### config.mk
export PLATFORM = sky130hd
export DESIGN_NAME = fregwb_arb
export DESIGN_NICKNAME = d
export VERILOG_FILES = /design/src/rtl/fpu_wb_pkg.sv /design/src/rtl/rr_arb2.sv /design/src/rtl/fregwb_arb.sv
export SDC_FILE = /design/constraint.sdc
export NUM_CORES = 1
export LEC_CHECK = 0
export CAP_MARGIN = 20
export CELL_PAD_IN_SITES_DETAIL_PLACEMENT = 0
export CELL_PAD_IN_SITES_GLOBAL_PLACEMENT = 2
export CORE_ASPECT_RATIO = 0.7
export CORE_MARGIN = 1.5
export CORE_UTILIZATION = 17
export DETAILED_ROUTE_END_ITERATION = 12
export PLACE_DENSITY_LB_ADDON = 0.12
export SLEW_MARGIN = 10
export SYNTH_ARGS = -nofsm -noshare
export SYNTH_HDL_FRONTEND = slang
export SYNTH_SLANG_ARGS = --single-unit
### constraint.sdc
create_clock -name clk -period 1.7 [get_ports clk]
set_input_delay 0.255 -clock clk [delete_from_list [all_inputs] [get_ports clk]]
set_output_delay 0.255 -clock clk [all_outputs]
set_load 0.01 [all_outputs]
### src/rtl/fpu_wb_pkg.sv
// Shared types for the FP register-file write-back arbiter.
// Source encoding, round-robin pointer and register-mask helper.
package fpu_wb_pkg;

  localparam int unsigned NUM_FREGS = 32;

  typedef enum logic [1:0] {
    WB_NONE,
    WB_FMA,
    WB_DIV,
    WB_LD
  } wbsrc_t;

  typedef enum logic {
    FAV_REQ0,
    FAV_REQ1
  } rrptr_t;

  // One-hot register mask, or all-zero when the request is inactive.
  function automatic logic [NUM_FREGS-1:0] reg_mask(input logic [4:0] rd,
                                                     input logic       en);
    logic [NUM_FREGS-1:0] m;
    m = '0;
    if (en) m[rd] = 1'b1;
    return m;
  endfunction

endpackage

### src/rtl/rr_arb2.sv
// Two-requester round-robin arbiter with a one-bit pointer.
// Ready depends only on the other requester and the pointer, never on its own request.
module rr_arb2
  import fpu_wb_pkg::*;
(
  input  logic       clk,
  input  logic       reset,
  input  logic       en,
  input  logic [1:0] req,
  output logic [1:0] ready,
  output logic [1:0] gnt
);

  rrptr_t ptr, ptr_nxt;

  always_ff @(posedge clk) begin
    if (reset) ptr <= FAV_REQ1;
    else       ptr <= ptr_nxt;
  end

  // The pointer only moves when both requesters contend and one is served.
  always_comb begin
    ptr_nxt = ptr;
    if (gnt[0] && req[1])      ptr_nxt = FAV_REQ1;
    else if (gnt[1] && req[0]) ptr_nxt = FAV_REQ0;
  end

  always_comb begin
    ready[0] = en & (~req[1] | (ptr == FAV_REQ0));
    ready[1] = en & (~req[0] | (ptr == FAV_REQ1));
    gnt      = ready & req;
  end

endmodule

### src/rtl/fregwb_arb.sv
// Write-back arbiter for the FP register file write port plus pending-write scoreboard.
// FMA has absolute priority; div/sqrt and load share the remainder round-robin.
module fregwb_arb
  import fpu_wb_pkg::*;
#(
  parameter int unsigned FLEN = 64
) (
  input  logic                 clk,
  input  logic                 reset,
  input  logic                 IssueValid,
  input  logic [4:0]           IssueRd,
  input  logic                 FmaValid,
  input  logic [4:0]           FmaRd,
  input  logic [FLEN-1:0]      FmaData,
  input  logic                 DivValid,
  input  logic [4:0]           DivRd,
  input  logic [FLEN-1:0]      DivData,
  output logic                 DivReady,
  input  logic                 LdValid,
  input  logic [4:0]           LdRd,
  input  logic [FLEN-1:0]      LdData,
  output logic                 LdReady,
  output logic                 WE4,
  output logic [4:0]           A4,
  output logic [FLEN-1:0]      WD4,
  output logic [NUM_FREGS-1:0] FRegBusy
);

  logic            arb_en;
  logic [1:0]      arb_req, arb_ready, arb_gnt;
  wbsrc_t          src;
  logic [4:0]      wr_rd;
  logic [FLEN-1:0] wr_data;
  logic [NUM_FREGS-1:0] busy_nxt;

  assign arb_en  = ~FmaValid;
  assign arb_req = {LdValid, DivValid};

  rr_arb2 u_rr (
    .clk   (clk),
    .reset (reset),
    .en    (arb_en),
    .req   (arb_req),
    .ready (arb_ready),
    .gnt   (arb_gnt)
  );

  assign DivReady = arb_ready[0];
  assign LdReady  = arb_ready[1];

  always_comb begin
    src = WB_NONE;
    if (FmaValid)        src = WB_FMA;
    else if (arb_gnt[0]) src = WB_DIV;
    else if (arb_gnt[1]) src = WB_LD;
  end

  always_comb begin
    wr_rd   = '0;
    wr_data = '0;
    case (src)
      WB_FMA:  begin wr_rd = FmaRd; wr_data = FmaData; end
      WB_DIV:  begin wr_rd = DivRd; wr_data = DivData; end
      WB_LD:   begin wr_rd = LdRd;  wr_data = LdData;  end
      default: begin wr_rd = '0;    wr_data = '0;      end
    endcase
  end

  // A4/WD4 hold their last value when idle; only WE4 drops.
  always_ff @(posedge clk) begin
    if (reset) begin
      WE4 <= 1'b0;
      A4  <= '0;
      WD4 <= '0;
    end else if (src != WB_NONE) begin
      WE4 <= 1'b1;
      A4  <= wr_rd;
      WD4 <= wr_data;
    end else begin
      WE4 <= 1'b0;
    end
  end

  // Set is applied after clear so a same-cycle issue to the written register wins.
  always_comb begin
    busy_nxt = (FRegBusy & ~reg_mask(wr_rd, src != WB_NONE))
             | reg_mask(IssueRd, IssueValid);
  end

  always_ff @(posedge clk) begin
    if (reset) FRegBusy <= '0;
    else       FRegBusy <= busy_nxt;
  end

endmodule
==> metrics.md <==
| Metric | Value |
|---|---|
| Detail Placement HPWL | 19900 µm |
| Period utilization | 105% |
| First-pass GRT wire length | 39000 µm |
| Setup WS pre-CTS | -682 ps |
| Gate power share | roughly 30% |
| Share of layout cells above drive strength 1 | 16.7% |
| Port bufs | between 300 and 400 |
| Worst-Skew Late Latency | 350 ps |
| Failing checks | setup timing |
| Synth top area cells | dfxtp_1, a221o_1, nor2_1, nor3_1, a21oi_1 |
| Average wire per standard cell | 19.4 µm |
| Hold Path Cell Cnt | 2 |
| Initial DRC count | 336 |
| Synthesized area | between 5000 and 6000 µm² |
| Slowest cell delay on critical path | around 370 ps |
| Critical path buffers and inverters | 2 |
| Sequential share of power | about two fifths |
| Vias in the first global route | 6428 |
| # nets final | around 1.2k |
| Final setup margin | -88.3 ps |
| Syn_area_per_cell | 8.25 µm² |
| RSZ-0062 raised after global routing | yes |
| Via density | between 4 and 5 |
| Worst-case vdd ir drop | about 400 µV |
| NetSw | about 1900 µW |
| Fillers | 2989 |
| Placed cell count | ~1.3k |
| Die ar. | 30500 µm² |
| Critical path class | register to register |
| Syn Nets | 824 |
| Synth top area share | 41.2% |
| Final Slew Violations | 0 |
| Max-Cap Viols | 0 |
| Ys Warns | 0 |
| Crit-path slowest cell | dfxtp_4 |
| Worst Skew | 6.10 ps |
| Final min period | 1790 ps |
| Gr usage total | 16.8% |
| R2R setup slack | -90 ps |
| Final hold vios | 0 |
| Core area | 28900 µm² |
| # setup viols final | 33 |
| Critical path arrival | 2020 ps |
| Yosys top cell by area | dfxtp_1 |
| Sink of the worst hold path | FRegBusy[21]$_SDFF_PP0_ |
| Number of synthesized flops with an enable pin | 0 |
| Pre-Repair DR Iteration Count | 5 |
| CTS tree | yes |
| Required @ worst endpoint | between 1500 and 2000 ps |
| Largest net degree at the start of global routing | between 40 and 50 |
| Critical-path maximum fanout | 6 |
| Io pins | between 300 and 400 |
| R2R Path End | FRegBusy[28]$_SDFF_PP0_ |
| Crit path launch type | register |
| Vias | 6245 |
| CTS Buffer Depth | 2 |
| Row count | 52 |
| Fraction of registers with async set/reset | 0% |
| Post-synth top cells | nor2_1, dfxtp_1, nor3_1, a21oi_1, a221o_1 |
| Clock root buffer master | clkbuf_16 |
| Worst slew margin | roughly 64% |
| Clk pwr share | 30.8% |
| Clock sinks | 103 |
| Sequential-to-total area share from yosys stat | 41.2% |
| Worst path top cell family by delay | simple AND/OR/NAND/NOR gates |
| Worst setup EP type | register |
| Count leader, synth | nor2_1 |
| Result of the run | finished with violations |
| Fmax | about 560 MHz |
| Antenna-violating nets left | 0 |
| Min-Delay Startpoint | reset |
| Antenna cells | 0 |
| Most common flop cell mapped by yosys | dfxtp_1 |
| CTS H-tree lvls | 3 |
| Switch share | between 20 and 30% |
| Grt total ovfl | 0 |
| Starting Density | 17.3% |
| Routed wire length | between 20000 and 30000 µm |
| Routability cong. | 0.870 |
| DRC | 0 |
| Vert. Die Dim | 147 µm |
| Crit path top cell by count | buf_4 |
| Cell area power density | 687 nW/µm² |
| Inserted Clock Buffers | 9 |
| Internal Power | 4860 µW |
| Die Wd | between 200 and 250 µm |
| Hold-fix buffers, CTS | 0 |
| Area delta synth->final | 97.2% |
| Worst Hold Class | input pin to register |
| CTS clock-pin slew for the worst setup and hold paths | approximately 70 ps |
| Static Leak | 0.00360 µW |
| Worst Reg-to-Reg Cells | 7 |
| Worst slew pin tran | between 500 and 600 ps |
| Reg2reg start | u_rr.ptr$_SDFFE_PP1P_ |
| Antenna violations before repair | 0 |
| Post-Synthesis Cells | 606 |
| Unique masters post-synth | 29 |
| Non-filler cells, final | 1359 |
| Worst path cell trace | and2b_2 > nor2_4 > buf_4 > a221oi_4 > buf_4 > nor3_4 > a211oi_2 |
| Yosys reg bits | 103 |
-- layout by cell type, fill, tap and decap left out, types with 5 or more instances in the layout --
master and count:
nor2_1 131, dfxtp_1 102, clkdlybuf4s50_1 315, buf_4 69
a211oi_1 10, nor3_1 82, buf_12 11, clkbuf_16 10
nand2_1 8, nor3_4 6, a221o_1 64, and3b_1 8
a21oi_1 68, nand3b_1 5, a211oi_2 22, nor3_2 10
-- metrics by stage --
stage	hold WS, ps	setup TNS, ps	power, µW	util, %	instance area (µm²)
after detailed placement	452	-58180	4610	31.8	9180
after global placement	451	-52510	4600	31.8	9180
after global routing	402	-6520	7140	34.1	9860
after CTS	387	-788	6860	33.7	9740
after floorplan	444	0	3370	-	5000
final	389	-1540	6780	34.1	9860
-- routing by layer --
metal | vias up | global-route usage (%) | wire [µm]
li1 | 3017 | - | -
met1 | 3013 | 21.5 | 11900
met2 | 189 | 27.8 | 12400
met3 | 26 | 5.10 | 1710
met4 | 0 | 3.72 | 337
met5 | - | 0 | 0
-- power by group through the flow --
stage / Combinational, µW / Sequential (µW) / Clock (µW)
2_1_floorplan: 624 / 2750 / 0
3_3_place_gp: 1920 / 2690 / 0
3_5_place_dp: 1930 / 2690 / 0
4_1_cts: 2020 / 2640 / 2200
5_1_grt: 2190 / 2650 / 2290
6_report: 2060 / 2630 / 2090
-- worst max-delay path by stage --
stage / start / end / cells after the start
after floorplan: u_rr.ptr$_SDFFE_PP1P_ / FRegBusy[4]$_SDFF_PP0_ / 5
after global placement: DivValid / FRegBusy[28]$_SDFF_PP0_ / 6
after detailed placement: LdValid / FRegBusy[28]$_SDFF_PP0_ / 7
after CTS: u_rr.ptr$_SDFFE_PP1P_ / FRegBusy[22]$_SDFF_PP0_ / 7
after global routing: u_rr.ptr$_SDFFE_PP1P_ / FRegBusy[20]$_SDFF_PP0_ / 8
final: u_rr.ptr$_SDFFE_PP1P_ / FRegBusy[28]$_SDFF_PP0_ / 7
-- what timing repair did --
action / 4_1_cts / 5_1_grt
cloned: 1 / 1
endpoints found under the setup margin: 99 / 96
gates resized for setup: 43 / 23
pin swaps: 11 / 9
buffers inserted: 14 / 3
-- state kept, by name, summed over array words and instances, names as in the netlist --
name	count
FRegBusy	32
WD4	64
u_rr.ptr	1
WE4	1
A4	5
-- cell families (layout without fill, tap and decap cells) --
group,after synthesis,in the layout,synth area share (%)
buffers and inverters,49,423,4.08
xor gates and xnor gates,1,1,0.175
and+or+nand+nor,272,272,26.1
AOI/OAI and AO/OA,181,182,28.4
DFF,103,103,41.2
-- worst register-to-register path, cell delays in order, from the launching register on --
cell and delay [ps]:
dfxtp_4 370, and2b_2 240, nor2_4 240, buf_4 180, a221oi_4 70, buf_4 160, nor3_4 280, a211oi_2 120
-- layout make-up --
class	count	area (µm²)	share of cell area, %
well taps	378	473	4.79
clock inverters	3	45.0	0.457
flip-flops and latches	103	2070	20.9
repair buffers	408	4060	41.1
clock buffers	12	236	2.40
multi-input cells	455	2990	30.3
(Power assumes the default switching activity.)
